--- src/rtl/seg_scan_mux_pkg.sv ---
// Shared display constants and helpers for the scan controller and the
// digit-to-segment decoder downstream of it.
package seg_scan_mux_pkg;

  localparam int DIGIT_W = 4;

  localparam logic [DIGIT_W-1:0] CODE_DASH  = 4'd10;
  localparam logic [DIGIT_W-1:0] CODE_BLANK = 4'd15;

  typedef enum logic {
    PH_DEAD = 1'b0,
    PH_ON   = 1'b1
  } slot_phase_e;

  // Counter width able to hold 0..n-1, never narrower than one bit.
  function automatic int idx_width(input int n);
    return (n > 1) ? $clog2(n) : 1;
  endfunction

endpackage

--- src/rtl/seg_scan_mux_tick.sv ---
// Modulo-N counter: counts 0..N-1 and raises wrap while sitting at N-1,
// so the edge that returns it to zero is the edge that sees wrap high.
module tick_div #(
  parameter int N = 2,
  parameter int W = (N > 1) ? $clog2(N) : 1
) (
  input  logic         clk,
  input  logic         rst,
  output logic [W-1:0] cnt,
  output logic         wrap
);

  logic [W-1:0] cnt_reg;
  logic [W-1:0] cnt_next;

  assign wrap = (cnt_reg == W'(N - 1));
  assign cnt  = cnt_reg;

  always_comb begin
    cnt_next = cnt_reg + W'(1);
    if (wrap) begin
      cnt_next = '0;
    end
  end

  always_ff @(posedge clk or posedge rst) begin
    if (rst) begin
      cnt_reg <= '0;
    end else begin
      cnt_reg <= cnt_next;
    end
  end

endmodule

--- src/rtl/seg_scan_mux.sv ---
// Multiplexed 7-segment scan controller: snapshots a BCD frame, walks the
// digits with an all-off dead band per slot, and applies blank/blink masks.
module seg_scan_mux
  import seg_scan_mux_pkg::*;
#(
  parameter int NUM_DIGITS = 6,
  parameter int SCAN_DIV   = 50000,
  parameter int DEAD_CYC   = 2000,
  parameter int BLINK_DIV  = 25000000
) (
  input  logic                          clk,
  input  logic                          rst,
  input  logic [DIGIT_W*NUM_DIGITS-1:0] digits_in,
  input  logic [NUM_DIGITS-1:0]         blank_mask,
  input  logic [NUM_DIGITS-1:0]         blink_mask,
  output logic [DIGIT_W-1:0]            digit_code,
  output logic [NUM_DIGITS-1:0]         digit_sel,
  output logic                          frame_done
);

  localparam int CW = idx_width(SCAN_DIV);
  localparam int BW = idx_width(BLINK_DIV);
  localparam int IW = idx_width(NUM_DIGITS);

  localparam logic [IW-1:0] LAST_IDX = IW'(NUM_DIGITS - 1);
  localparam logic [CW-1:0] DEAD_LIM = CW'(DEAD_CYC);

  logic [CW-1:0]         cnt;
  logic                  slot_wrap;
  logic [BW-1:0]         blink_cnt_unused;
  logic                  blink_wrap;

  logic [IW-1:0]         idx_reg;
  logic [IW-1:0]         idx_next;
  logic [DIGIT_W-1:0]    frame_reg [NUM_DIGITS];
  logic                  snap_pending_reg;
  logic                  first_frame_reg;
  logic                  blink_phase_reg;

  logic                  frame_wrap;
  logic                  snap_load;
  slot_phase_e           phase;
  logic [NUM_DIGITS-1:0] sel_onehot;
  logic [NUM_DIGITS-1:0] suppress;
  logic [DIGIT_W-1:0]    cur_code;
  logic [NUM_DIGITS-1:0] sel_next;
  logic [DIGIT_W-1:0]    code_next;
  logic                  frame_done_next;

  tick_div #(
    .N (SCAN_DIV),
    .W (CW)
  ) u_slot_div (
    .clk  (clk),
    .rst  (rst),
    .cnt  (cnt),
    .wrap (slot_wrap)
  );

  tick_div #(
    .N (BLINK_DIV),
    .W (BW)
  ) u_blink_div (
    .clk  (clk),
    .rst  (rst),
    .cnt  (blink_cnt_unused),
    .wrap (blink_wrap)
  );

  assign frame_wrap = slot_wrap && (idx_reg == LAST_IDX);
  // The first edge out of reset also snapshots, so frame 0 shows live data.
  assign snap_load  = snap_pending_reg || frame_wrap;

  always_comb begin
    idx_next = idx_reg;
    if (slot_wrap) begin
      idx_next = (idx_reg == LAST_IDX) ? '0 : idx_reg + IW'(1);
    end
  end

  for (genvar gi = 0; gi < NUM_DIGITS; gi++) begin : g_digit
    assign sel_onehot[gi] = (idx_reg == IW'(gi));
    assign suppress[gi]   = blank_mask[gi] | (blink_mask[gi] & blink_phase_reg);

    always_ff @(posedge clk or posedge rst) begin
      if (rst) begin
        frame_reg[gi] <= CODE_BLANK;
      end else if (snap_load) begin
        frame_reg[gi] <= digits_in[gi*DIGIT_W +: DIGIT_W];
      end
    end
  end

  always_comb begin
    cur_code = CODE_BLANK;
    for (int i = 0; i < NUM_DIGITS; i++) begin
      if (idx_reg == IW'(i)) begin
        cur_code = frame_reg[i];
      end
    end
  end

  // Outputs are decoded from the current counters and registered below,
  // so the display trails cnt/idx by exactly one cycle.
  always_comb begin
    phase           = (cnt < DEAD_LIM) ? PH_DEAD : PH_ON;
    sel_next        = '1;
    code_next       = CODE_BLANK;
    frame_done_next = (cnt == '0) && (idx_reg == '0) && !first_frame_reg;
    if ((phase == PH_ON) && ((sel_onehot & suppress) == '0)) begin
      sel_next  = ~sel_onehot;
      code_next = cur_code;
    end
  end

  always_ff @(posedge clk or posedge rst) begin
    if (rst) begin
      idx_reg          <= '0;
      snap_pending_reg <= 1'b1;
      first_frame_reg  <= 1'b1;
      blink_phase_reg  <= 1'b0;
      digit_sel        <= '1;
      digit_code       <= CODE_BLANK;
      frame_done       <= 1'b0;
    end else begin
      idx_reg          <= idx_next;
      snap_pending_reg <= 1'b0;
      if (frame_wrap) begin
        first_frame_reg <= 1'b0;
      end
      if (blink_wrap) begin
        blink_phase_reg <= ~blink_phase_reg;
      end
      digit_sel        <= sel_next;
      digit_code       <= code_next;
      frame_done       <= frame_done_next;
    end
  end

endmodule

--- config.mk ---
export PLATFORM = sky130hd
export DESIGN_NAME = seg_scan_mux
export DESIGN_NICKNAME = d
export VERILOG_FILES = /design/src/rtl/seg_scan_mux_pkg.sv /design/src/rtl/seg_scan_mux_tick.sv /design/src/rtl/seg_scan_mux.sv
export SDC_FILE = /design/constraint.sdc
export NUM_CORES = 1
export LEC_CHECK = 0
export BUFFER_PORTS_ARGS = -buffer_cell sky130_fd_sc_hd__buf_4
export CAP_MARGIN = 20
export CORE_ASPECT_RATIO = 1.5
export CORE_MARGIN = 3
export CORE_UTILIZATION = 40
export CTS_BUF_LIST = sky130_fd_sc_hd__clkbuf_4
export DETAILED_ROUTE_END_ITERATION = 16
export GPL_TIMING_DRIVEN = 0
export PLACE_DENSITY = 0.65
export SLEW_MARGIN = 0
export SYNTH_ARGS = -nofsm -noshare
export SYNTH_HDL_FRONTEND = slang
export SYNTH_SLANG_ARGS = --single-unit
--- constraint.sdc ---
create_clock -name clk -period 6.4 [get_ports clk]
set_clock_uncertainty 0.1 [all_clocks]
set_input_delay 1.28 -clock clk [delete_from_list [all_inputs] [get_ports clk]]
set_output_delay 1.28 -clock clk [all_outputs]
set_load 0.02 [all_outputs]
==> impl_summary.log <==
[metrics] highest achievable clock rate: 379 MHz
[metrics] number of vias in the routed layout: 2,843
[metrics] critical path startpoint category: register
[metrics] top-level I/O count: 49
[metrics] Max Cap Viol: 0
[metrics] maximum fanout along the worst path: 10
[metrics] die area: 10,900 um^2
[metrics] TritonCTS clock tree: done
[metrics] Static Leak: 0.00187 uW
[metrics] Tightest Hold Check Type: register to register
[metrics] Buffers on Ports: 48
[metrics] Gate Count Post-Synth: 347
[metrics] maximum root-to-sink buffer count: 2
[metrics] antenna diode count: 0
[metrics] Std-Cell Rows: 43
[metrics] Cell Area, Synth: 3880 um^2
[metrics] async set or reset register ratio after synthesis: 100%
[metrics] total setup buffers inserted after CTS: 0
[metrics] largest voltage drop on the vdd net: 0.138 mV
[metrics] r2r setup slk: 3.76 ns
[metrics] Non-Filler Instances: 525
[metrics] number of enable flip-flop cells after synthesis: 0
[metrics] part of the Yosys area used for sequential elements: 54.1%
[metrics] hold violation count in the final report: 0
[metrics] Yosys warning total: 0
[metrics] worst min-delay path endpoint: u_slot_div.cnt[0]
[metrics] vias in the first global route: 2,946
[metrics] FF-to-FF Start: idx_reg[0]
[metrics] synthesized net count: 389
[metrics] delay of the slowest critical-path stage: 0.79 ns
[metrics] global-route congestion overflow total: 0
[metrics] Fin Setup TNS: 0 ns
[metrics] max reg flops: 25
[metrics] placed instance count: 509
[metrics] post-detailed-route via-to-cell ratio: 5.42
[metrics] Worst Hold Slack: 0.380 ns
[metrics] count of different cell masters after synthesis: 50
[metrics] quantity of hold-fixing buffers added after cts: 0
[metrics] worst-skew pair later-pin latency: 0.44 ns
[metrics] core area: 9360 um^2
[metrics] combined global-route utilization of all metal layers: 16.1%
[metrics] TritonCTS Buffers: 9
[metrics] WL final: 8.38 mm
[metrics] cell with the biggest individual delay on the critical path: nor4_2
[metrics] pwr dens: 203 nW/um^2
[metrics] r2r worst-path depth: 7
[metrics] startpoint of the worst setup timing path: idx_reg[0]
[metrics] dominant register cell in the synthesized netlist: dfrtp_1
[metrics] Worst-path clk slew: 0.13 ns
[metrics] count of fill cells added during filler insertion: 863
[metrics] worst r2r dst: digit_code[0]
[metrics] residual DRC count: 0
[metrics] kind of capture point of the worst setup path: register
[metrics] ratio of cells with drive above 1 in the final layout: 34.6%
[metrics] initial antenna violation count: 0
[metrics] measured slew at the worst slew-check pin: 0.897 ns
[metrics] Final min period: 2.64 ns
[metrics] CP Data Required Time: 6.63 ns
[metrics] sinks on the clock net: 82
[metrics] setup repair after global routing missed its margin: no
[metrics] layout net count: 450
[metrics] maximum number of pins on one net before global-route repair: 65
[metrics] Wirelength per Cell: 16.0 um
[metrics] H-tree depth reported by CTS: 3
[metrics] final-report setup violation count: 0
[metrics] Period Utilization, post-route: 41.2%
[metrics] post-detailed-route count of antenna-violating nets: 0
[metrics] # resized after CTS: 0
[metrics] fin. max-slew vios: 0
[metrics] FF+latch count, synth: 82
[metrics] first-pass GRT wire length: 13.9 mm
[metrics] relative slew slack: 39.7%
[metrics] hold wc startpoint: u_slot_div.cnt[0]
[metrics] Area Overhead vs Synth: 17.5%
[metrics] crit path DAT: 2.87 ns
[metrics] status: finished clean
[metrics] die extent in x: 86.4 um
[metrics] hold depth: 1
[metrics] Final Wtd Congestion: 0.873
[metrics] total power of the final layout: 924 uW
[metrics] synthesized area per cell: 11.2 um^2
[metrics] DR iter-0 viols: 143
[metrics] DP Wirelength: 6.18 mm
[metrics] crit path cell chain: buf_1 -> and2_1 -> ha_1 -> inv_1 -> o32ai_1 -> nor4_2 -> o21ai_0
[metrics] Starting Density: 41.4%
[metrics] Die Ht: 127 um
[metrics] CTS Root Cell: clkbuf_4
[metrics] category of the critical setup timing path: register to register
[metrics] 1st-pass router iterations: 4
==> placed cells by master, fill, tap and decap left out, types with 2 or more instances in the layout <==
master	count
or3b_2	3
nor4_1	6
xnor2_1	15
o31ai_1	6
a21oi_1	14
and3_1	4
a221o_1	3
nand2b_1	2
or4_1	7
nand4_1	9
o41ai_1	3
clkbuf_4	10
or3_1	4
and4_1	4
mux2i_1	2
buf_4	48
clkinvlp_4	2
ha_1	4
o21a_1	2
o21ai_0	10
clkbuf_1	7
and2_1	2
xor2_1	12
buf_6	3
nand3_1	21
nor3_1	10
inv_1	9
clkinv_1	2
mux2_2	27
nand2_1	24
dfstp_2	36
o22ai_1	4
or4b_2	2
nor2_1	22
buf_1	2
nor2b_1	3
a21o_1	2
dfrtp_1	46
==> cells in the mapped netlist (all sizes together), types with 4 or more instances <==
cell	count	area share (%)
ha	4	1.3
nor2	23	2.3
dfstp	36	24
o21ai	10	1.3
o31ai	7	1.7
and3	5	0.84
and4	4	0.90
nor3	10	1.3
nand4	9	1.5
inv	10	0.97
mux2	27	7.8
buf	5	1.1
nand2	24	2.3
dfrtp	46	30
nand3	22	3.0
clkbuf	8	0.81
or4	7	1.4
a21oi	14	1.8
nor4	7	1.3
xor2	12	2.7
o22ai	4	0.65
xnor2	15	3.4
or3	4	0.65
==> final cells by class <==
class                   instances  area, um^2  share of cell area (%)
clock inverters                 6        66.3                    1.46
inverters                      11        43.8                   0.961
multi-input cells             241        1670                    36.6
clock buffers                  10        75.1                    1.65
plain buffers                  13        72.6                    1.59
repair buffers                 50         393                    8.62
well taps                     112         140                    3.08
flip-flops and latches         82        2100                    46.0
==> metrics by stage <==
stage | worst slack, ns | cell area, um^2 | utilization [%]
floorplan | 2.97 | 3880 | -
global placement | 2.02 | 4380 | 46.8
detailed placement | 3.50 | 4410 | 47.2
CTS | 3.75 | 4560 | 48.7
global route | 3.52 | 4560 | 48.7
finish | 3.76 | 4560 | 48.7
==> critical path, delay by kind of cell, from the launching register on <==
kind                     cells  cell delay (ns)
flip-flops                   1             0.44
AO/OA/AOI/OAI                2             0.34
AND/OR/NAND/NOR              2             1.03
adder cells (fa/ha/maj)      1             0.22
buffers and inverters        2             0.42
==> layer usage <==
layer,global-route usage [%],part of all wire [%],vias to the layer above
li1,-,-,1374
met3,2.14,4.3,13
met4,8.72,2.4,0
met5,0,0,-
met2,28.7,54,81
met1,18.3,39,1375
==> cells by family (layout without fill, tap and decap cells) <==
family | count (synthesis) | after routing | share of synthesized area (%)
buf+inv | 24 | 90 | 2.94
fa+ha+maj | 4 | 4 | 1.29
simple gates | 130 | 130 | 18.4
mux | 29 | 29 | 8.35
other cells | 1 | 1 | 0.0967
flops | 82 | 82 | 54.1
compound gates | 50 | 50 | 8.77
xor+xnor | 27 | 27 | 6.10
==> worst max path at each step <==
stage,end,depth (start not counted)
after global routing,digit_code[0],7
after global placement,u_blink_div.cnt[14],2
after floorplan,blink_phase_reg,1
after CTS,digit_code[0],7
after detailed placement,digit_code[0],5
final,digit_code[0],7
==> power by group <==
group | switching (uW) | internal [uW]
Combinational | 25.1 | 37.1
Clock | 185 | 124
Sequential | 7.67 | 546
Total | 217 | 707
Note: power is estimated with default switching activity, not from simulation.
